--- config.mk ---
export PLATFORM = sky130hd
export DESIGN_NAME = mem_req_ctrl
export DESIGN_NICKNAME = d
export VERILOG_FILES = /design/src/rtl/mem_req_ctrl.sv
export SDC_FILE = /design/constraint.sdc
export NUM_CORES = 1
export LEC_CHECK = 0
export BUFFER_PORTS_ARGS = -buffer_cell sky130_fd_sc_hd__buf_2
export CORE_MARGIN = 2
export CORE_UTILIZATION = 50
export CTS_BUF_LIST = sky130_fd_sc_hd__clkbuf_16
export DETAILED_ROUTE_END_ITERATION = 12
export PLACE_DENSITY = 0.75
export SYNTH_ARGS = -nofsm -noshare
export SYNTH_HDL_FRONTEND = slang
export SYNTH_SLANG_ARGS = --single-unit
--- constraint.sdc ---
create_clock -name clk -period 2.9 [get_ports clk]
set_input_delay 0.58 -clock clk [delete_from_list [all_inputs] [get_ports clk]]
set_output_delay 0.58 -clock clk [all_outputs]
set_load 0.005 [all_outputs]
--- src/rtl/mem_req_ctrl.sv ---
// mem_req_ctrl
//   Buffers host read/write requests in a DEPTH-entry FIFO and issues them
//   one at a time to a single-port static memory. Each access is a one-cycle
//   mem_valid pulse. The controller then waits for mem_ready and returns a
//   one-cycle response: read data, or a write-done indication.
//
//   Optional build macro: MEM_REQ_TIMEOUT_EN
//     When defined, an access whose mem_ready has not arrived after TIMEOUT
//     WAIT cycles is aborted with resp_err = 1. When undefined, WAIT waits
//     indefinitely and resp_err is constant 0.
//
//   Ports
//     clk, rst            clock (rising edge), async active-high reset
//     req_valid/req_ready host request handshake (req_ready = !full)
//     req_wr_rd/addr/wdata request payload (1 = write)
//     resp_valid          one-cycle completion pulse, no backpressure
//     resp_wr/rdata/err   completed op type, read data, timeout flag
//     mem_valid/wr_rd/addr/wdata  registered memory request
//     mem_rdata/mem_ready memory response
module mem_req_ctrl #(
   parameter int DEPTH   = 4,
   parameter int AW      = 10,
   parameter int DW      = 32,
   parameter int TIMEOUT = 15
) (
   input  logic          clk,
   input  logic          rst,
   input  logic          req_valid,
   output logic          req_ready,
   input  logic          req_wr_rd,
   input  logic [AW-1:0] req_addr,
   input  logic [DW-1:0] req_wdata,
   output logic          resp_valid,
   output logic          resp_wr,
   output logic [DW-1:0] resp_rdata,
   output logic          resp_err,
   output logic          mem_valid,
   output logic          mem_wr_rd,
   output logic [AW-1:0] mem_addr,
   output logic [DW-1:0] mem_wdata,
   input  logic [DW-1:0] mem_rdata,
   input  logic          mem_ready
);

   localparam int PW = $clog2(DEPTH);

   typedef struct packed {
      logic          wr_rd;
      logic [AW-1:0] addr;
      logic [DW-1:0] wdata;
   } req_t;

   typedef enum logic [1:0] {IDLE, ISSUE, WAIT} state_t;

   req_t          fifo [DEPTH];
   req_t          head;
   logic [PW-1:0] wptr, rptr;
   logic [PW:0]   count;
   logic          full, empty, push, pop;

   state_t state, state_n;
   logic   done, abort, fin;

   assign full      = (count == (PW+1)'(DEPTH));
   assign empty     = (count == '0);
   assign req_ready = !full;
   assign push      = req_valid && !full;
   assign head      = fifo[rptr];

   // ---------------- request FIFO ----------------
   always_ff @(posedge clk) begin
      if (push) fifo[wptr] <= '{wr_rd: req_wr_rd, addr: req_addr, wdata: req_wdata};
   end

   always_ff @(posedge clk or posedge rst) begin
      if (rst) begin
         wptr  <= '0;
         rptr  <= '0;
         count <= '0;
      end else begin
         if (push) wptr <= wptr + 1'b1;   // DEPTH is a power of 2: wraps naturally
         if (pop)  rptr <= rptr + 1'b1;
         case ({push, pop})
            2'b10:   count <= count + 1'b1;
            2'b01:   count <= count - 1'b1;
            default: count <= count;
         endcase
      end
   end

   // ---------------- optional timeout ----------------
`ifdef MEM_REQ_TIMEOUT_EN
   localparam int TW = (TIMEOUT < 2) ? 1 : $clog2(TIMEOUT);
   logic [TW-1:0] tmo_cnt;

   // Fires on the TIMEOUT-th consecutive WAIT cycle without mem_ready.
   assign abort = (state == WAIT) && !mem_ready && (tmo_cnt == TW'(TIMEOUT - 1));

   always_ff @(posedge clk or posedge rst) begin
      if (rst) begin
         tmo_cnt  <= '0;
         resp_err <= 1'b0;
      end else begin
         resp_err <= abort;
         if (state != WAIT)  tmo_cnt <= '0;   // WAIT is only entered from ISSUE
         else if (!mem_ready) tmo_cnt <= tmo_cnt + 1'b1;
      end
   end
`else
   assign abort    = 1'b0;
   assign resp_err = 1'b0;
`endif

   // ---------------- control FSM ----------------
   always_comb begin
      state_n = state;
      pop     = 1'b0;
      done    = 1'b0;
      case (state)
         IDLE: begin
            if (!empty) begin
               pop     = 1'b1;
               state_n = ISSUE;
            end
         end
         ISSUE: state_n = WAIT;
         WAIT: begin
            done = mem_ready;
            if (mem_ready || abort) begin
               // Chain straight into the next access for 2-cycle throughput.
               if (!empty) begin
                  pop     = 1'b1;
                  state_n = ISSUE;
               end else begin
                  state_n = IDLE;
               end
            end
         end
         default: state_n = IDLE;
      endcase
   end

   assign fin = done || abort;

   always_ff @(posedge clk or posedge rst) begin
      if (rst) begin
         state      <= IDLE;
         mem_valid  <= 1'b0;
         mem_wr_rd  <= 1'b0;
         mem_addr   <= '0;
         mem_wdata  <= '0;
         resp_valid <= 1'b0;
         resp_wr    <= 1'b0;
         resp_rdata <= '0;
      end else begin
         state     <= state_n;
         // Every pop enters ISSUE, so the strobe is exactly one cycle wide.
         mem_valid <= pop;
         if (pop) begin
            mem_wr_rd <= head.wr_rd;
            mem_addr  <= head.addr;
            mem_wdata <= head.wdata;
         end
         resp_valid <= fin;
         resp_wr    <= fin && mem_wr_rd;
         resp_rdata <= (done && !mem_wr_rd) ? mem_rdata : '0;
      end
   end

endmodule

==> results_dict.tcl, run 1 <==
set metrics [dict create \
    grt_usage_pct 17.4 \
    postPlaceCellArea_um2 10600 \
    maxSlewHeadroom_pct 45.4 \
    dpl.hpwl_mm 10.6 \
    postCtsSetupRepairBufs 0 \
    cts_hold_buffers 0 \
    min_path_type "in2async" \
    vias 4565 \
    floorplan.rows 50 \
    drive_gt1_share_pct 47.5 \
    root_buffer "clkbuf_16" \
    seqCellArea_um2 7350 \
    power.static_leakage_nw 4.51 \
    nets 692 \
    tritoncts "yes" \
    p_per_area_nw_per_um2 1010 \
    die_y_um 141 \
    status "finished clean" \
    grt_pass1_vias 4840 \
    wl_mm 17.1 \
    drtAntennaViolNets 0 \
    grt_start_max_net_pins 55 \
    startpoint_type "flip-flop" \
    setup_viol 0 \
    async_reset_ff_share_pct 33.6 \
    grt_pass1_wl_mm 26.3 \
    h-tree-depth 1 \
    area_delta_synth_final_pct 19.5 \
    floorplan.die_area_um2 20000 \
    synth_fp_nets 517 \
    post_cts_resized 0 \
    post_synth_instance_area_um2 9450 \
    insertion_delay_ns 0.51 \
    clkSinkCount 259 \
    critPathCaptureType "flip-flop" \
    ys_types 28 \
    clock_tree.buffer_depth 3 \
    dieWidth_um 141 \
    worstRegToRegCells 6 \
    worst_pin_slew_ns 0.817 \
    multi_input_area_um2 1970 \
    synth_edf_count 172 \
    fin_total_pwr_w 0.0114 \
    ir_drop_mv 0.513 \
    wl_per_cell_um 19.9 \
    yosysSeqAreaShare_pct 77.7 \
    fillers 1365 \
    hold-worst-slack_ns 0.119 \
    hold_viol 0 \
    min_period_ns 2.14 \
    fin_ws_ns 0.755 \
    fin_crit_sh_pct 73.9 \
    firstDrtPassIters 4 \
    viasPerCell 5.31 \
    synth_cells 432 \
    final_area_um2 11300 \
    critPathMaxFanout 6 \
    synth-seq-cells 259 \
    port_buffers 157 \
    grt-ovfl-total 0 \
    avgSynthCellArea_um2 21.9 \
    rsz0062_at_grt "false" \
    pre_cts_ws_ns 0.716 \
    cts_made_buffers 25 \
    pin_count 159 \
    yosysWarnings 0 \
    maxSlewViolCount 0 \
    ys.flop_type "edfxtp_1" \
    crit_required_ns 3.28 \
    drt_iter0_markers 201 \
    core_um2 18600 \
    post-route-drc-count 0 \
    fmax_ghz 0.466 \
    max_cap_viol_count 0 \
    gp_congestion 0.759 \
    initial_core_util_pct 50.7 \
    tns_ns 0 \
    antenna_found_initial 1 \
    fin_skew_ns 0.00899 \
    cp.arrival_ns 2.53 \
    clk_pin_slew_ns 0.06 \
    path_class "reg2reg" \
]
## registers in the layout, indices dropped and copies added, names as in the netlist
signal	flops
resp_wr	1
mem_addr	10
rptr	2
state	2
mem_wdata	32
resp_valid	1
count	3
mem_wr_rd	1
mem_valid	1
fifo	172
resp_rdata	32
wptr	2
## through the flow
stage / utilization [%] / cells
floorplan: - / 432
global placement: 56.6 / 814
detailed placement: 56.6 / 814
CTS: 60.5 / 859
global route: 60.6 / 859
finish: 60.6 / 860
## cell usage in the layout, fill, tap and decap left out, drive strengths merged
| cell type | instances |
|---|---|
| edfxtp | 172 |
| buf | 166 |
| dfrtp | 87 |
| mux2 | 46 |
| mux4 | 43 |
| and2 | 34 |
| clkbuf | 25 |
| inv | 14 |
| clkinv | 10 |
| ha | 5 |
| and3 | 4 |
| nor3 | 4 |
| xnor2 | 3 |
| xor2 | 3 |
| nor2 | 2 |
| diode | 1 |
| nor2b | 1 |
| or3b | 1 |
| nand2 | 1 |
| nor4b | 1 |
| fa | 1 |
| conb | 1 |
| bufinv | 1 |
## worst paths after layout
check | from | endpoint | slack [ns]
hold / removal | rst | state[0] | 0.12
min in group clk | mem_rdata[13] | resp_rdata[13] | 0.28
setup / recovery | count[0] | count[1] | 0.76
setup reg to reg | count[0] | count[1] | 0.76
max in group asynchronous | rst | mem_wdata[27] | 2.08
hold reg to reg | mem_addr[0] | mem_addr[0] | 0.50
## layer usage
layer	GRT usage, %	vias up	part of all wire (%)
li1	-	2026	-
met1	22.8	2350	42
met2	29.6	162	50
met3	3.75	25	6.3
met4	5.11	2	1.8
met5	0	-	0.076
## synthesized netlist by cell type (all sizes together), types with 2 or more instances
| cell type | number | area share [%] |
|---|---|---|
| buf | 11 | 1.2 |
| nor3 | 4 | 0.38 |
| edfxtp | 172 | 55 |
| mux4 | 43 | 10 |
| clkbuf | 7 | 0.28 |
| nor2 | 2 | 0.079 |
| ha | 5 | 0.66 |
| dfrtp | 87 | 23 |
| xnor2 | 3 | 0.28 |
| inv | 5 | 0.20 |
| mux2 | 46 | 5.6 |
| xor2 | 3 | 0.28 |
| and2 | 34 | 2.3 |
| and3 | 4 | 0.26 |
## cells by family after synthesis
group                      synth area share, %
muxes                                     15.8
xor gates and xnor gates                 0.556
other                                   0.0397
DFF                                       77.7
and+or+nand+nor                           3.32
adders and majority gates                0.874
buffers and inverters                     1.68
## power by group
part           total [W]  internal (W)  switching, W  leakage (nW)
registers        0.00553       0.00495      0.000576          2.67
clock network    0.00288       0.00164       0.00124         0.393
logic            0.00300       0.00172       0.00128          1.45
## worst max-delay path: stages, from the launching register on
cell     delay, ns
dfrtp_1       0.44
or3b_4        0.45
and2_4        0.19
inv_1         0.05
ha_1          0.20
fa_1          0.42
mux2_2        0.27
## final cells by class
class / instances / area share (%)
sequential: 259 / 65.1
clock buffer: 25 / 5.54
tap: 234 / 2.59
timing repair buffer: 166 / 8.22
inverter: 5 / 0.188
antenna: 1 / 0.0222
multi-input combinational: 150 / 17.4
clock inverter: 20 / 0.942
No activity file was read; power rests on OpenSTA's default activity.
==> inputs of run 2 (changes only) <==
clock period = 1.8 ns   (was 2.9 ns; I/O delays follow)
==> results_dict.tcl, run 2 (synthesized netlist as in run 1, its figures left out) <==
set metrics [dict create \
    crit_required_ns 2.20 \
    fillers 1287 \
    worstRegToRegCells 6 \
    hold-worst-slack_ns 0.0524 \
    pin_count 159 \
    cts_made_buffers 26 \
    clock_tree.buffer_depth 3 \
    insertedDiodeCount 0 \
    startpoint_type "flip-flop" \
    nets 718 \
    multi_input_area_um2 1990 \
    floorplan.die_area_um2 20000 \
    port_buffers 157 \
    antenna_found_initial 0 \
    wl_per_cell_um 20.3 \
    maxSlewViolCount 0 \
    path_cells "or3b_4 -> and2_4 -> inv_2 -> ha_4 -> fa_2 -> mux2_2" \
    cp_slowest_cell "fa_2" \
    fin_total_pwr_w 0.0195 \
    post-route-drc-count 0 \
    worst_pin_slew_ns 0.601 \
    floorplan.rows 50 \
    hold_depth 2 \
    maxSlewHeadroom_pct 59.9 \
    h-tree-depth 1 \
    cp.arrival_ns 2.41 \
    setup_viol 18 \
    die_y_um 141 \
    rsz0062_at_grt "true" \
    seqCellArea_um2 7350 \
    path_class "reg2reg" \
    grt-ovfl-total 0 \
    clkSinkCount 259 \
    grt_pass1_wl_mm 27.7 \
    wl_mm 17.9 \
    seq_power_share_pct 43.9 \
    postPlaceCellArea_um2 10800 \
    core_um2 18600 \
    final_area_um2 11700 \
    power_switching_w 0.00533 \
    fmax_ghz 0.498 \
    insertion_delay_ns 0.51 \
    fin_ws_ns -0.209 \
    area_delta_synth_final_pct 23.6 \
    hold_viol 0 \
    max_cap_viol_count 0 \
    violations "setup timing" \
    clock_power_share_pct 24.6 \
    tritoncts "yes" \
    fin_crit_sh_pct 112 \
    ir_drop_mv 1.11 \
    vias 4705 \
    layout_common_cells "edfxtp_1, buf_2, dfrtp_1" \
    min_period_ns 2.01 \
    mostFrequentLayoutCell "edfxtp_1" \
    drtAntennaViolNets 0 \
    top_register "fifo" \
    status "finished, violations left" \
    firstDrtPassIters 4 \
    min_path_type "in2reg" \
    drive_gt1_share_pct 50.2 \
    largest_register_ffs 172 \
    critPathMaxFanout 2 \
    grt_pass1_vias 5086 \
    dieWidth_um 141 \
    fin_skew_ns 0.00988 \
    clk_pin_slew_ns 0.06 \
    root_buffer "clkbuf_16" \
    grt_start_max_net_pins 49 \
    p_int_w 0.0141 \
    tns_ns -0.520 \
    critPathCaptureType "flip-flop" \
    reg_top3 "fifo x172, mem_wdata x32, resp_rdata x32" \
    gp_congestion 0.691 \
    initial_core_util_pct 50.7 \
    drt_iter0_markers 243 \
    viasPerCell 5.31 \
    power.static_leakage_nw 4.69 \
    max_stage_delay_ns 0.44 \
    grt_usage_pct 18.1 \
    dpl.hpwl_mm 11.1 \
    p_comb_share_pct 31.5 \
    netSwitchingFraction_pct 27.4 \
    p_per_area_nw_per_um2 1670 \
]
-- run 2: changes by cell type in the layout (fill, tap and decap cells not counted), sizes merged --
cell	before	now
buf	166	189
bufinv	1	0
clkinvlp	0	2
dlygate4sd3	0	1
diode	1	0
clkbuf	25	28
clkinv	10	9
-- run 2: critical path, delay by kind of cell (launching register included) --
family	cells	cell delay [ns]
muxes	1	0.28
DFF	1	0.41
and+or+nand+nor	2	0.56
buffers and inverters	1	0.06
adders and majority gates	2	0.59
-- run 2: final timing paths --
check	start	endpoint	slack, ns
max	count[0]	count[1]	-0.21
min reg2reg	mem_wdata[19]	mem_wdata[19]	0.50
min in group asynchronous	rst	mem_wdata[17]	0.48
max reg2reg	count[0]	count[1]	-0.21
max in group asynchronous	rst	rptr[1]	0.67
min	mem_rdata[15]	resp_rdata[15]	0.05
-- run 2: stage by stage --
stage / cells / setup WS [ns] / util, %
floorplan: 432 / -0.180 / -
global placement: 833 / -0.0567 / 58.0
detailed placement: 833 / -0.160 / 58.0
CTS: 884 / -0.157 / 62.4
global route: 886 / -0.255 / 62.7
finish: 886 / -0.209 / 62.7
-- run 2: area by class of cell --
class / count / share of cell area, %
timing repair buffer: 191 / 10.9
inverter: 5 / 0.193
multi-input combinational: 150 / 17.0
tap: 234 / 2.51
clock inverter: 20 / 0.739
clock buffer: 27 / 5.78
sequential: 259 / 62.9
-- run 2: power groups by stage --
stage | Combinational (W) | Clock, W | Sequential (W)
global route | 0.00665 | 0.00512 | 0.00870
detailed placement | 0.00588 | 0 | 0.00867
CTS | 0.00614 | 0.00490 | 0.00856
global placement | 0.00568 | 0 | 0.00858
finish | 0.00614 | 0.00478 | 0.00855
floorplan | 0.00373 | 0 | 0.00859
-- run 2: metal layers --
| metal | up-vias | track usage, % | routed length, um |
|---|---|---|---|
| li1 | 2085 | - | - |
| met1 | 2466 | 22.8 | 7010 |
| met2 | 128 | 32.7 | 9870 |
| met3 | 26 | 2.97 | 750 |
| met4 | 0 | 4.95 | 320 |
| met5 | - | 0 | 0 |
-- run 2: timing repair --
| item | 4_1_cts | 5_1_grt |
|---|---|---|
| cloned | 1 | 1 |
| buffers inserted | 2 | 3 |
| hold endpoints to repair | 18 | 0 |
| pin swaps | 6 | 8 |
| setup endpoints to repair | 4 | 32 |
| hold buffers | 1 | 0 |
| resized for setup | 4 | 5 |
